[config.mk]
export PLATFORM = sky130hd
export DESIGN_NAME = mem_arbiter_ctrl
export DESIGN_NICKNAME = d
export VERILOG_FILES = /design/src/rtl/mem_arbiter_ctrl.sv
export SDC_FILE = /design/constraint.sdc
export NUM_CORES = 1
export LEC_CHECK = 0
export ABC_AREA = 1
export CAP_MARGIN = 20
export CORE_MARGIN = 3
export CORE_UTILIZATION = 50
export DETAILED_ROUTE_END_ITERATION = 8
export DONT_BUFFER_PORTS = 1
export HOLD_SLACK_MARGIN = 0.1
export PLACE_DENSITY = 0.74
export SLEW_MARGIN = 20
export SYNTH_ARGS = -nofsm -noshare
export SYNTH_HDL_FRONTEND = slang
export SYNTH_SLANG_ARGS = --single-unit
[constraint.sdc]
create_clock -name clk -period 2.1 [get_ports clk]
set_input_delay 0.21 -clock clk [delete_from_list [all_inputs] [get_ports clk]]
set_output_delay 0.21 -clock clk [all_outputs]
set_load 0.1 [all_outputs]
[src/rtl/mem_arbiter_ctrl.sv]
// Byte-serial memory arbiter: services icache word fetches and LSB loads/stores
// over one byte-wide RAM port, LSB first, assembling little-endian words.
module mem_arbiter_ctrl #(
    parameter int                ADDR_W  = 32,
    parameter logic [ADDR_W-1:0] IO_BASE = ADDR_W'(32'h30000)
) (
    input  logic              clk,
    input  logic              rst,
    input  logic              rdy,
    input  logic              clear,

    input  logic              ic_enable,
    input  logic [ADDR_W-1:0] ic_addr,
    output logic [31:0]       ic_instr,
    output logic              ic_done,

    input  logic              ls_enable,
    input  logic              ls_wr,
    input  logic [1:0]        ls_len,
    input  logic [ADDR_W-1:0] ls_addr,
    input  logic [31:0]       ls_wdata,
    output logic [31:0]       ls_rdata,
    output logic              ls_done,

    input  logic [7:0]        ram_din,
    input  logic              io_buffer_full,
    output logic [ADDR_W-1:0] ram_a,
    output logic              ram_wr,
    output logic [7:0]        ram_dout
);

    typedef enum logic [2:0] {IDLE, IFETCH, LOAD, STORE, DONE} state_t;

    state_t            state, state_n;
    logic [ADDR_W-1:0] addr_q, addr_n;
    logic [1:0]        len_q, len_n;      // bytes-1 of the active request
    logic [31:0]       wdata_q, wdata_n;
    logic              io_q, io_n;
    logic [2:0]        cnt_q, cnt_n;      // bytes issued so far
    logic [31:0]       acc_q, acc_n;      // read assembly buffer
    logic [ADDR_W-1:0] ram_a_n;
    logic              ram_wr_n;
    logic [7:0]        ram_dout_n;
    logic [31:0]       ic_instr_n, ls_rdata_n;
    logic              ic_done_n, ls_done_n;

    logic [1:0]        ls_len_eff;
    logic [2:0]        n_bytes;
    logic [1:0]        cap_idx;
    logic [31:0]       acc_cap;
    logic              io_stall;

    assign ls_len_eff = (ls_len == 2'd2) ? 2'd3 : ls_len;
    assign n_bytes    = {1'b0, len_q} + 3'd1;
    assign io_stall   = io_q && io_buffer_full;

    // ram_din now answers the address issued one edge ago, i.e. byte cnt-1
    assign cap_idx = cnt_q[1:0] - 2'd1;
    always_comb begin
        acc_cap = acc_q;
        acc_cap[{cap_idx, 3'b000} +: 8] = ram_din;
    end

    always_comb begin
        state_n    = state;
        addr_n     = addr_q;
        len_n      = len_q;
        wdata_n    = wdata_q;
        io_n       = io_q;
        cnt_n      = cnt_q;
        acc_n      = acc_q;
        ram_a_n    = ram_a;
        ram_wr_n   = 1'b0;
        ram_dout_n = ram_dout;
        ic_instr_n = ic_instr;
        ls_rdata_n = ls_rdata;
        ic_done_n  = 1'b0;
        ls_done_n  = 1'b0;

        case (state)
            IDLE: begin
                if (ls_enable) begin
                    addr_n  = ls_addr;
                    len_n   = ls_len_eff;
                    wdata_n = ls_wdata;
                    io_n    = (ls_addr >= IO_BASE);
                    acc_n   = '0;
                    ram_a_n = ls_addr;
                    if (ls_wr) begin
                        state_n = STORE;
                        if ((ls_addr >= IO_BASE) && io_buffer_full) begin
                            cnt_n = 3'd0;
                        end else begin
                            ram_wr_n   = 1'b1;
                            ram_dout_n = ls_wdata[7:0];
                            cnt_n      = 3'd1;
                        end
                    end else begin
                        state_n = LOAD;
                        cnt_n   = 3'd1;
                    end
                end else if (ic_enable && !clear) begin
                    state_n = IFETCH;
                    addr_n  = ic_addr;
                    len_n   = 2'd3;
                    io_n    = 1'b0;
                    acc_n   = '0;
                    ram_a_n = ic_addr;
                    cnt_n   = 3'd1;
                end
            end

            IFETCH, LOAD: begin
                if (state == IFETCH && clear) begin
                    state_n = IDLE;
                    cnt_n   = 3'd0;
                end else begin
                    acc_n = acc_cap;
                    if (cnt_q == n_bytes) begin
                        state_n = DONE;
                        cnt_n   = 3'd0;
                        if (state == IFETCH) begin
                            ic_instr_n = acc_cap;
                            ic_done_n  = 1'b1;
                        end else begin
                            ls_rdata_n = acc_cap;
                            ls_done_n  = 1'b1;
                        end
                    end else begin
                        ram_a_n = addr_q + ADDR_W'(cnt_q);
                        cnt_n   = cnt_q + 3'd1;
                    end
                end
            end

            STORE: begin
                if (cnt_q == n_bytes) begin
                    state_n   = DONE;
                    cnt_n     = 3'd0;
                    ls_done_n = 1'b1;
                end else if (!io_stall) begin
                    ram_a_n    = addr_q + ADDR_W'(cnt_q);
                    ram_dout_n = wdata_q[{cnt_q[1:0], 3'b000} +: 8];
                    ram_wr_n   = 1'b1;
                    cnt_n      = cnt_q + 3'd1;
                end
            end

            // one dead cycle so the requester can drop its enable
            DONE: state_n = IDLE;

            default: state_n = IDLE;
        endcase
    end

    always_ff @(posedge clk) begin
        if (rst) begin
            state    <= IDLE;
            addr_q   <= '0;
            len_q    <= '0;
            wdata_q  <= '0;
            io_q     <= 1'b0;
            cnt_q    <= '0;
            acc_q    <= '0;
            ram_a    <= '0;
            ram_wr   <= 1'b0;
            ram_dout <= '0;
            ic_instr <= '0;
            ic_done  <= 1'b0;
            ls_rdata <= '0;
            ls_done  <= 1'b0;
        end else if (!rdy) begin
            ram_wr <= 1'b0;
        end else begin
            state    <= state_n;
            addr_q   <= addr_n;
            len_q    <= len_n;
            wdata_q  <= wdata_n;
            io_q     <= io_n;
            cnt_q    <= cnt_n;
            acc_q    <= acc_n;
            ram_a    <= ram_a_n;
            ram_wr   <= ram_wr_n;
            ram_dout <= ram_dout_n;
            ic_instr <= ic_instr_n;
            ic_done  <= ic_done_n;
            ls_rdata <= ls_rdata_n;
            ls_done  <= ls_done_n;
        end
    end

endmodule
After elaboration in Yosys (flattened, before gate mapping)
Index checks and enable logic that the tools add are counted.
W data, S select, Z words.
Word-level totals
  bits in registers: 212
  input bits: 114
Operators by class
  equality and inequality tests: 14
  multiplexer cells: 52
  add/subtract/negate cells: 5
  order comparisons: 1
  bitwise operators: 3
  reductions and logical operators: 21
  shift operators: 3
Operators by type and width (number)
  $mux W32: 9
  $pmux W32 S3: 1
  $pmux W32 S2: 1
  $mux W8: 5
  $add A32 B3 Y32: 1
  $bwmux W32: 1
  $ge A32 B18 Y1 const B: 1
  $shift A8 B7 Y32 const A: 1
  $shiftx A32 B6 Y8: 1
  $shiftx A8 B7 Y32: 1
  $mux W3: 10
  $pmux W3 S3: 2
  $mux W1: 17
  $pmux W8 S2: 1
  $ne A2 B2 Y1 const B: 7
  $reduce_and A7 Y1: 2
  $reduce_and A5 Y1: 2
  $reduce_and A4 Y1: 2
  $neg A5 Y7: 1
  $eq A3 B2 Y1 const B: 2
  $mux W2: 3
  $ne A3 B3 Y1 const B: 2
  $reduce_and A3 Y1: 2
  $reduce_bool A2 Y1: 3
  other kinds (14): 21

Logic depth before layout (Yosys ltp)
Gate-level depths: netlist (run 1).
  depth after elaboration: 6
  gate-level depth with buffers: 15
  mapped depth without buffers: 15

Worst setup path after synthesis (run 1)
No wires, ideal clock.
  path kind: flip-flop to flip-flop
  start: reg cnt_q[0]
  end: reg ram_a[22]
  stages on the path, launching flop included: 16
  library setup time: 109 ps
  required time: 1991 ps
  path buffers: 0
  arrival time: 1873 ps
  clock period less this slack: 1982 ps
  path slack: 118 ps
  cell sequence: dfxtp_1 ha_1 inv_1 fa_1 inv_1 nand2_1 nand2_1 nand2_1 nor2_1 nand2_1 nand2_1 nand2_1 nand2_1 nand3_1 nand2_1 inv_1
Between the ends
  longest elaborated chain between the ends: 4
  elaborated cells between the ends (all ways): 10
  classes of those cells: 1 x add/sub; 3 x eq/ne; 5 x mux; 1 x reduce/logical
Ends and longest elaborated chain
  start, declared: RTL line 39  | logic [2:0] cnt_q, cnt_n;
  start signal, assigned: RTL line 180  | cnt_q <= cnt_n;
  $add A32 B3 Y32: RTL line 130, 142
  $mux W32 (on tied branches): RTL line 141, 119
  $mux W32 (on tied branches): RTL line 137, 114
  $pmux W32 S3: RTL line 80  | case (state)
  end signal, assigned: RTL line 182  | ram_a <= ram_a_n;
  end, declared: RTL line 27  | output logic [ADDR_W-1:0] ram_a,
Parallel ways exist; a longest one is shown, timed or not. The select of a mux whose other input is x is not followed.
A chain may end at the register's enable or synchronous reset.

Final worst setup path (run 1)
  start: reg cnt_q[1]
  end: reg acc_q[13]
Between the ends
  longest elaborated chain between the ends: 6
  elaborated cells between the ends (all ways): 7
  classes of those cells: 2 x add/sub; 2 x shift; 3 x mux
Ends and longest elaborated chain
  $sub A2 B1 Y2 (*): RTL line 58  | assign cap_idx = cnt_q[1:0] - 2'd1;
  $neg A5 Y7 (*): RTL line 61  | acc_cap[{cap_idx, 3'b000} +: 8] = ram_din;
  $shiftx A8 B7 Y32 / $shift A8 B7 Y32 (equally long branches): RTL line 61
  $bwmux W32 (*): RTL line 61
  $mux W32 (*): RTL line 114  | if (state == IFETCH && clear) begin
  $pmux W32 S2 (*): RTL line 80
  end signal, assigned: RTL line 181  | acc_q <= acc_n;
  end, declared: RTL line 40  | logic [31:0] acc_q, acc_n;
Every way passes the cells marked *; elsewhere a longest branch is shown, timed or not. The select of a mux whose other input is x is not followed.

==> flow_metrics.env, run 1 <==
export IMPL_avgRoutedWirePerCell_um=17.2
export IMPL_portBuffers=0
export IMPL_yosys_warnings=0
export IMPL_grt_start_max_net_pins=104
export IMPL_synth_largest_area_cell="dfxtp_1"
export IMPL_tightest_slew_ns=0.605
export IMPL_slew_viol_final=0
export IMPL_status="completed"
export IMPL_multi_input_area_um2=5250
export IMPL_grt_antenna_before_repair=1
export IMPL_cts_max_path_buffers=3
export IMPL_path_clk_slew_ns=0.06
export IMPL_ys_seq_elements=212
export IMPL_grt_first_pass_wirelength_um=53900
export IMPL_synth_top_flop_cell="dfxtp_1"
export IMPL_drc=0
export IMPL_critical_path_max_stage_delay_ns=0.39
export IMPL_start_util=0.511
export IMPL_synth_distinct_cells=36
export IMPL_io_pins=221
export IMPL_core_um2=20400
export IMPL_cts_root_buffer="clkbuf_16"
export IMPL_crit_arrival_ns=2.45
export IMPL_dieArea_um2=22600
export IMPL_max_clock_freq_mhz=499
export IMPL_synth_area_leaders="dfxtp_1, nand2_1, a21oi_1"
export IMPL_grt_pass1_vias=10600
export IMPL_setup_viol=0
export IMPL_ys_seq_area_frac=0.408
export IMPL_fillerInstances=1653
export IMPL_grt_use_total=0.292
export IMPL_n_antenna_cell=0
export IMPL_nets=1867
export IMPL_cpMostUsedCell="nand3_1"
export IMPL_p_leak_uw=0.00575
export IMPL_cp_end_kind="register"
export IMPL_cp_required_ns=2.55
export IMPL_maxSlewHeadroom=0.596
export IMPL_seqCellArea_um2=4250
export IMPL_dieHeight_um=150
export IMPL_cp_start_kind="register"
export IMPL_hold_class="in -> reg"
export IMPL_path_cells="inv_2, buf_4, ha_1, nor2_2, nand3_1, o22ai_1, nand3_1, a21oi_1"
export IMPL_gp_congestion=0.950
export IMPL_ctsHtreeMaxLevel=1
export IMPL_regToRegSetupSlack_ns=0.09
export IMPL_path_max_fanout=11
export IMPL_syn_inst=1549
export IMPL_hold_viol=0
export IMPL_antenna_left=0
export IMPL_grt_overflow=0
export IMPL_synth_edf_count=0
export IMPL_worstSetupPathType="reg -> reg"
export IMPL_dr_total_vias=11200
export IMPL_areaGrowthSynthToFinish_pct=30.8
export IMPL_hpwl_um=21300
export IMPL_slowest_stage="o22ai_1"
export IMPL_clock_skew_ns=0.00975
export IMPL_drv_cap=0
export IMPL_rows=52
export IMPL_mostFrequentLayoutCells="nand2_1, dfxtp_1, nor2_1"
export IMPL_drive_above_1_share=0.136
export IMPL_post_drt_via_cell_ratio=5.54
export IMPL_rsz0062_at_grt="true"
export IMPL_synth_net_count=1673
export IMPL_clk_latency_ns=0.53
export IMPL_routed_wl_um=34900
export IMPL_vdd_drop_max_mv=0.618
export IMPL_fin_tns_setup_ns=0
export IMPL_fin_crit_ns=2.01
export IMPL_synthArstFlopShare=0
export IMPL_die_w_um=150
export IMPL_avgSynthCellArea_um2=6.72
export IMPL_tritoncts="done"
export IMPL_final_common_cell="nand2_1"
export IMPL_finalCritPeriodShare=0.955
export IMPL_drt_iter0_markers=1265
export IMPL_power_total_uw=12400
export IMPL_synth_area_um2=10400
export IMPL_numCtsBuffers=23
export IMPL_power_density_nw_per_um2=915
export IMPL_first_pass_iters=5
export IMPL_synth_top_area_frac=0.408
export IMPL_numClockSinks=212
## where the power goes
group / internal, µW / switching (µW) / leakage, µW
Combinational: 925 / 2500 / 0.00361
Clock: 2790 / 1730 / 0.000414
Sequential: 4320 / 187 / 0.00173
## flip-flops by register name, summed over array words and instances, names as in the netlist, 2 cells and up
name and flops:
len_q 2, ram_dout 8, addr_q 32, cnt_q 3, state 3, ram_a 32, ls_rdata 32, ic_instr 32
acc_q 32, wdata_q 32
## Yosys cell counts (all sizes together), types with 2 or more instances
library cell  number
a211oi            16
a21oi            168
buf               39
clkbuf            50
clkinv             2
dfxtp            212
ha                 9
inv              145
mux2i             16
nand2            377
nand3            113
nand3b             5
nand4              5
nor2             213
o21ai            139
o22ai             25
xor2               8
## per-layer routing
layer  global-route usage  vias up  part of all wire
li1                     -     5410                 -
met1                0.387     5144              0.41
met2                0.461      587              0.45
met3               0.0810       98              0.11
met4               0.0993        2             0.033
met5                    0        -           0.00037
## metrics by stage
step                instances   util  hold WS (ns)  instance area (µm²)  worst slack, ns
floorplan                1549      -         0.342                10400            0.118
global placement         1868  0.562         0.294                11400           0.0891
detailed placement       1868  0.562         0.295                11400           0.0544
CTS                      2025  0.662         0.106                13500           0.0117
global route             2029  0.668         0.144                13600          -0.0456
finish                   2029  0.668         0.112                13600           0.0942
## kinds of logic after synthesis
logic type,count (synthesis),share of synthesized area
AO/OA/AOI/OAI,350,0.176
XOR/XNOR,9,0.00758
adder cells (fa/ha/maj),10,0.0127
buffers and inverters,236,0.0948
flip-flops,212,0.408
AND/OR/NAND/NOR,716,0.285
multiplexers,16,0.0154
## final cells by class
cell class	instances	share of cell area
Clock buffer	31	0.0474
Multi-Input combinational cell	1101	0.386
Sequential cell	212	0.312
Clock inverter	10	0.0142
Tap cell	270	0.0248
Inverter	147	0.0405
Timing Repair Buffer	258	0.175
## timing repair
item | 4_1_cts | 5_1_grt
buffers inserted | 0 | 3
endpoints found under the hold margin | 180 | 0
hold buffers | 116 | 0
endpoints found under the setup margin | 0 | 66
gates resized for setup | 0 | 26
## worst max-delay path: cells and delay by family, from the launching register on
| family | cells | cell delay (ns) |
|---|---|---|
| AND/OR/NAND/NOR | 3 | 0.51 |
| flip-flops | 1 | 0.38 |
| buffers and inverters | 2 | 0.25 |
| AO/OA/AOI/OAI | 2 | 0.56 |
| adder cells (fa/ha/maj) | 1 | 0.23 |
## final timing paths
path | end | cells past startpoint | startpoint
worst min register to register | wdata_q[29] | 2 | wdata_q[29]
worst max-delay path | acc_q[13] | 8 | cnt_q[1]
worst min-delay path | ram_a[8] | 4 | ls_addr[8]
worst max register to register | acc_q[13] | 8 | cnt_q[1]
(Power assumes the default switching activity.)
==> run 2, diff against run 1 <==
- PLACE_DENSITY: 0.74 -> 0.71
- clock period: 2.1 -> 2.4 ns (I/O delays scaled with it)
==> run 2 against run 1 <==
Net effect: critical path depth increased by 5; final cell count is 1.1% lower; die area unchanged; combinational power fell by 16%; fmax is 8.6% lower; utilization is 2.3 points lower; highest routed layer unchanged; wire length decreased by 4.5%; sequential power fell by 13%.
==> flow_metrics.env, run 2 (synthesis gave the netlist of run 1 again) <==
export IMPL_hpwl_um=21300
export IMPL_cp_end_kind="register"
export IMPL_clk_latency_ns=0.53
export IMPL_gp_congestion=0.936
export IMPL_p_clk_frac=0.345
export IMPL_pwr_share_seq=0.379
export IMPL_fillerInstances=1768
export IMPL_worstSetupPathType="reg -> reg"
export IMPL_critical_path_max_stage_delay_ns=0.39
export IMPL_mostFrequentLayoutCells="nand2_1, dfxtp_1, nor2_1"
export IMPL_p_leak_uw=0.00555
export IMPL_first_pass_iters=5
export IMPL_cts_max_path_buffers=3
export IMPL_dieHeight_um=150
export IMPL_setup_viol=0
export IMPL_clock_skew_ns=0.0198
export IMPL_start_util=0.511
export IMPL_cts_root_buffer="clkbuf_16"
export IMPL_status="completed"
export IMPL_cp_start_kind="register"
export IMPL_ff2ff_path_depth=13
export IMPL_crit_start="cnt_q[0]"
export IMPL_die_w_um=150
export IMPL_hold_class="in -> reg"
export IMPL_cp_depth=13
export IMPL_nets=1846
export IMPL_cp_required_ns=2.82
export IMPL_fin_crit_ns=2.20
export IMPL_grt_pass1_vias=10100
export IMPL_regToRegSetupSlack_ns=0.20
export IMPL_path_clk_slew_ns=0.06
export IMPL_drc=0
export IMPL_pwr_share_comb=0.276
export IMPL_post_drt_via_cell_ratio=5.41
export IMPL_avgRoutedWirePerCell_um=16.6
export IMPL_grt_start_max_net_pins=103
export IMPL_slew_viol_final=0
export IMPL_finalCritPeriodShare=0.915
export IMPL_switching_share=0.361
export IMPL_timing_rr_end="ram_a[8]"
export IMPL_tritoncts="done"
export IMPL_drive_above_1_share=0.118
export IMPL_grt_first_pass_wirelength_um=52500
export IMPL_hold_viol=0
export IMPL_final_common_cell="nand2_1"
export IMPL_path_max_fanout=5
export IMPL_worstSetupEndpoint="ram_a[8]"
export IMPL_rsz0062_at_grt="false"
export IMPL_numClockSinks=212
export IMPL_maxSlewHeadroom=0.571
export IMPL_power_density_nw_per_um2=789
export IMPL_routed_wl_um=33300
export IMPL_multi_input_area_um2=5180
export IMPL_worstReg2RegStart="cnt_q[0]"
export IMPL_core_um2=20400
export IMPL_dieArea_um2=22600
export IMPL_rows=52
export IMPL_drt_iter0_markers=915
export IMPL_max_clock_freq_mhz=455
export IMPL_path_buf_inv=3
export IMPL_grt_antenna_before_repair=1
export IMPL_grt_use_total=0.286
export IMPL_crit_arrival_ns=2.62
export IMPL_cp_top_family="simple AND/OR/NAND/NOR gates"
export IMPL_internal_power_uw=6630
export IMPL_tightest_slew_ns=0.641
export IMPL_areaGrowthSynthToFinish_pct=26.3
export IMPL_slowest_stage="fa_1"
export IMPL_ctsHtreeMaxLevel=1
export IMPL_p_sw_uw=3750
export IMPL_fin_tns_setup_ns=0
export IMPL_seqCellArea_um2=4240
export IMPL_drv_cap=0
export IMPL_numCtsBuffers=24
export IMPL_dr_total_vias=10900
export IMPL_path_cells="ha_1, inv_1, fa_1, inv_1, nand3_1, nand2_1, nand2_1, inv_1, nor2_1, o21ai_0, o21ai_0, nor2_1, nor2_1"
export IMPL_io_pins=221
export IMPL_grt_overflow=0
export IMPL_vdd_drop_max_mv=0.542
export IMPL_antenna_left=0
export IMPL_utilization=0.645
export IMPL_portBuffers=0
[run 2: changes by cell type in the layout (fill, tap and decap cells not counted), moves of 4 or more]
cell,change
o22ai_1,+6
nand2_1,+4
nand2_2,-4
dlygate4sd3_1,-9
buf_12,-7
o22ai_2,-6
[run 2: per-stage QoR]
step	setup WS, ns	hold WS (ns)	instances	area (µm²)	total power [µW]
6_report	0.205	0.104	2007	13100	10400
3_3_place_gp	0.251	0.322	1860	11300	6600
4_1_cts	0.162	0.101	2005	13100	10400
5_1_grt	0.00284	0.117	2006	13100	10800
3_5_place_dp	0.170	0.324	1860	11300	6630
2_1_floorplan	0.418	0.372	1549	10400	6120
[run 2: worst min path at each step]
| stage | from | end | slack (ns) | cells past startpoint |
|---|---|---|---|---|
| 6_report | ram_din[2] | acc_q[26] | 0.10 | 4 |
| 2_1_floorplan | ls_len[0] | len_q[0] | 0.37 | 2 |
| 3_5_place_dp | rst | ram_a[19] | 0.32 | 1 |
| 5_1_grt | ls_addr[1] | addr_q[1] | 0.12 | 4 |
| 3_3_place_gp | rst | ram_a[19] | 0.32 | 1 |
| 4_1_cts | io_buffer_full | ram_wr | 0.10 | 4 |
[run 2: worst min-delay path, cell delays in order]
cell,delay [ns]
nand3_1,0.08
nand2_1,0.10
nand3_1,0.09
a21oi_1,0.06
[run 2: power groups by stage]
stage / combinational, µW / clock, µW / sequential [µW]
after floorplan: 1270 / 0 / 4850
after global placement: 2600 / 0 / 4000
after detailed placement: 2630 / 0 / 4000
after CTS: 2850 / 3610 / 3930
after global routing: 3100 / 3770 / 3950
final: 2870 / 3580 / 3930
[run 2: routing by layer]
metal | share of wire | GRT usage | up-vias | wire (µm)
met5 | 0.00039 | 0 | - | 13
met4 | 0.024 | 0.0782 | 2 | 816
met3 | 0.10 | 0.0837 | 66 | 3330
met2 | 0.45 | 0.460 | 431 | 15100
met1 | 0.42 | 0.377 | 5015 | 14100
li1 | - | - | 5353 | -
[run 2: area by class of cell]
cell class,count,area share
Multi-Input combinational cell,1101,0.394
Sequential cell,212,0.323
Timing Repair Buffer,236,0.158
Clock buffer,33,0.0498
Inverter,147,0.0420
Tap cell,270,0.0257
Clock inverter,7,0.00733
Antenna cell,1,0.000190
[run 2: timing repair]
action | CTS | global route
setup endpoints to repair | 0 | 6
hold buffers | 105 | 0
endpoints found under the hold margin | 171 | 0
setup buffers | 0 | 1
resized for setup | 0 | 1
==> run 3, diff against run 2 <==
- CORE_ASPECT_RATIO: not set -> 2
- PLACE_DENSITY: 0.71 -> not set
==> run 3 against run 2 <==
Net effect: via count down 2.4%; critical path depth is 6 lower; register-to-register slack improved by 0.02 ns; sequential share of layout area rose by 0.25 points; critical endpoint is now ls_rdata[13]; largest power group unchanged.
==> flow_metrics.env, run 3 (synthesis gave the netlist of run 1 again) <==
export IMPL_dpl_cell_area_um2=11400
export IMPL_portBuffers=0
export IMPL_fin_cells=1993
export IMPL_place_inst=1865
export IMPL_path_buf_inv=2
export IMPL_grt_first_pass_wirelength_um=54500
export IMPL_maxSlewHeadroom=0.356
export IMPL_hold_buffers=92
export IMPL_rows=74
export IMPL_slowest_stage="ha_1"
export IMPL_min_path_cells=2
export IMPL_postCtsSetupBuffers=0
export IMPL_nets=1838
export IMPL_vdd_drop_max_mv=0.658
export IMPL_tightest_slew_ns=0.964
export IMPL_p_leak_uw=0.00550
export IMPL_cp_end_kind="register"
export IMPL_rsz0062_at_grt="false"
export IMPL_post_drt_via_cell_ratio=5.32
export IMPL_core_um2=20500
export IMPL_path_max_fanout=9
export IMPL_avgRoutedWirePerCell_um=17.9
export IMPL_cp_required_ns=2.82
export IMPL_fin_tns_setup_ns=0
export IMPL_whs_ns=0.104
export IMPL_ff2ff_path_depth=7
export IMPL_cp_start_kind="register"
export IMPL_areaGrowthSynthToFinish_pct=25.4
export IMPL_wl_met1_um=12400
export IMPL_die_w_um=108
export IMPL_grt_overflow=0
export IMPL_regToRegSetupSlack_ns=0.22
export IMPL_min_to="addr_q[30]"
export IMPL_power_density_nw_per_um2=784
export IMPL_dr_max_layer_used="met4"
export IMPL_dieArea_um2=22700
export IMPL_dieHeight_um=210
export IMPL_cts_max_path_buffers=3
export IMPL_antenna_left=0
export IMPL_route_met2_wl_um=19100
export IMPL_cts_root_buffer="clkbuf_16"
export IMPL_gp_congestion=0.970
export IMPL_ctsHtreeMaxLevel=1
export IMPL_numCtsBuffers=21
export IMPL_path_cells="inv_1, buf_4, ha_1, nand3_1, o22ai_1, nand3_1, a21oi_1"
export IMPL_final_common_cell="nand2_1"
export IMPL_n_antenna_cell=0
export IMPL_tritoncts="done"
export IMPL_crit_arrival_ns=2.60
export IMPL_final_area_um2=13000
export IMPL_cts_resized=0
export IMPL_cpMostUsedCell="nand3_1"
export IMPL_grt_pass1_vias=10300
export IMPL_clk_latency_ns=0.50
export IMPL_setup_viol=0
export IMPL_drt_iter0_markers=520
export IMPL_worstReg2RegStart="cnt_q[0]"
export IMPL_fin_crit_ns=2.18
export IMPL_cp_top_family="compound AO/OA/AOI/OAI gates"
export IMPL_dr_total_vias=10600
export IMPL_cp_depth=7
export IMPL_hpwl_um=24400
export IMPL_met3_length_um=1600
export IMPL_start_util=0.508
export IMPL_hold_class="in -> reg"
export IMPL_critical_path_max_stage_delay_ns=0.41
export IMPL_io_pins=221
export IMPL_status="completed"
export IMPL_worstSetupPathType="reg -> reg"
export IMPL_grt_antenna_before_repair=0
export IMPL_max_clock_freq_mhz=459
export IMPL_first_pass_iters=5
export IMPL_routed_wl_um=35600
export IMPL_numClockSinks=212
export IMPL_finalCritPeriodShare=0.908
export IMPL_drv_cap=0
export IMPL_drc=0
export IMPL_hold_viol=0
export IMPL_hold_path_startpoint="ls_addr[30]"
export IMPL_grt_start_max_net_pins=103
export IMPL_slew_viol_final=0
export IMPL_timing_rr_end="ls_rdata[13]"
export IMPL_drive_above_1_share=0.120
export IMPL_clock_skew_ns=0.00724
export IMPL_path_clk_slew_ns=0.06
export IMPL_grt_use_total=0.306
export IMPL_mostFrequentLayoutCells="nand2_1, dfxtp_1, nor2_1"
## run 3: cell types whose count changed in the layout (fill, tap and decap cells not counted), sizes merged
cell and change:
diode -1, bufinv +1, clkinvlp +3, clkbuf -4, clkinv -4, dlygate4sd3 -13
buf +8
## run 3: final cells by class
type	count	area, µm²
fillers	1945	7420
multi-input cells	1101	5180
flip-flops and latches	212	4240
repair buffers	231	2040
clock buffers	29	576
inverters	147	552
well taps	266	333
clock inverters	7	118
## run 3: metrics by stage
stage                     power (µW)  worst slack (ns)   util
after floorplan                 6120             0.418      -
after global routing           10600           0.00775  0.638
after detailed placement        6690             0.225  0.557
after global placement          6680             0.284  0.557
final                          10200             0.221  0.638
after CTS                      10300             0.219  0.638
## run 3: power breakdown
group	internal (µW)	switching [µW]
clock	2000	1400
combinational	748	2100
sequential	3780	198
total	6520	3700
## run 3: per-layer routing
layer | track usage | vias to the layer above
li1 | - | 5335
met1 | 0.310 | 4878
met2 | 0.572 | 297
met3 | 0.0401 | 96
met4 | 0.194 | 0
met5 | 0 | -
## run 3: worst max-delay path by stage
stage	start	slack [ns]	to
6_report	cnt_q[0]	0.22	ls_rdata[13]
5_1_grt	cnt_q[0]	0.008	ram_a[22]
4_1_cts	cnt_q[0]	0.22	acc_q[11]
3_5_place_dp	cnt_q[0]	0.22	acc_q[11]
3_3_place_gp	cnt_q[0]	0.28	ls_rdata[11]
2_1_floorplan	cnt_q[0]	0.42	ram_a[22]
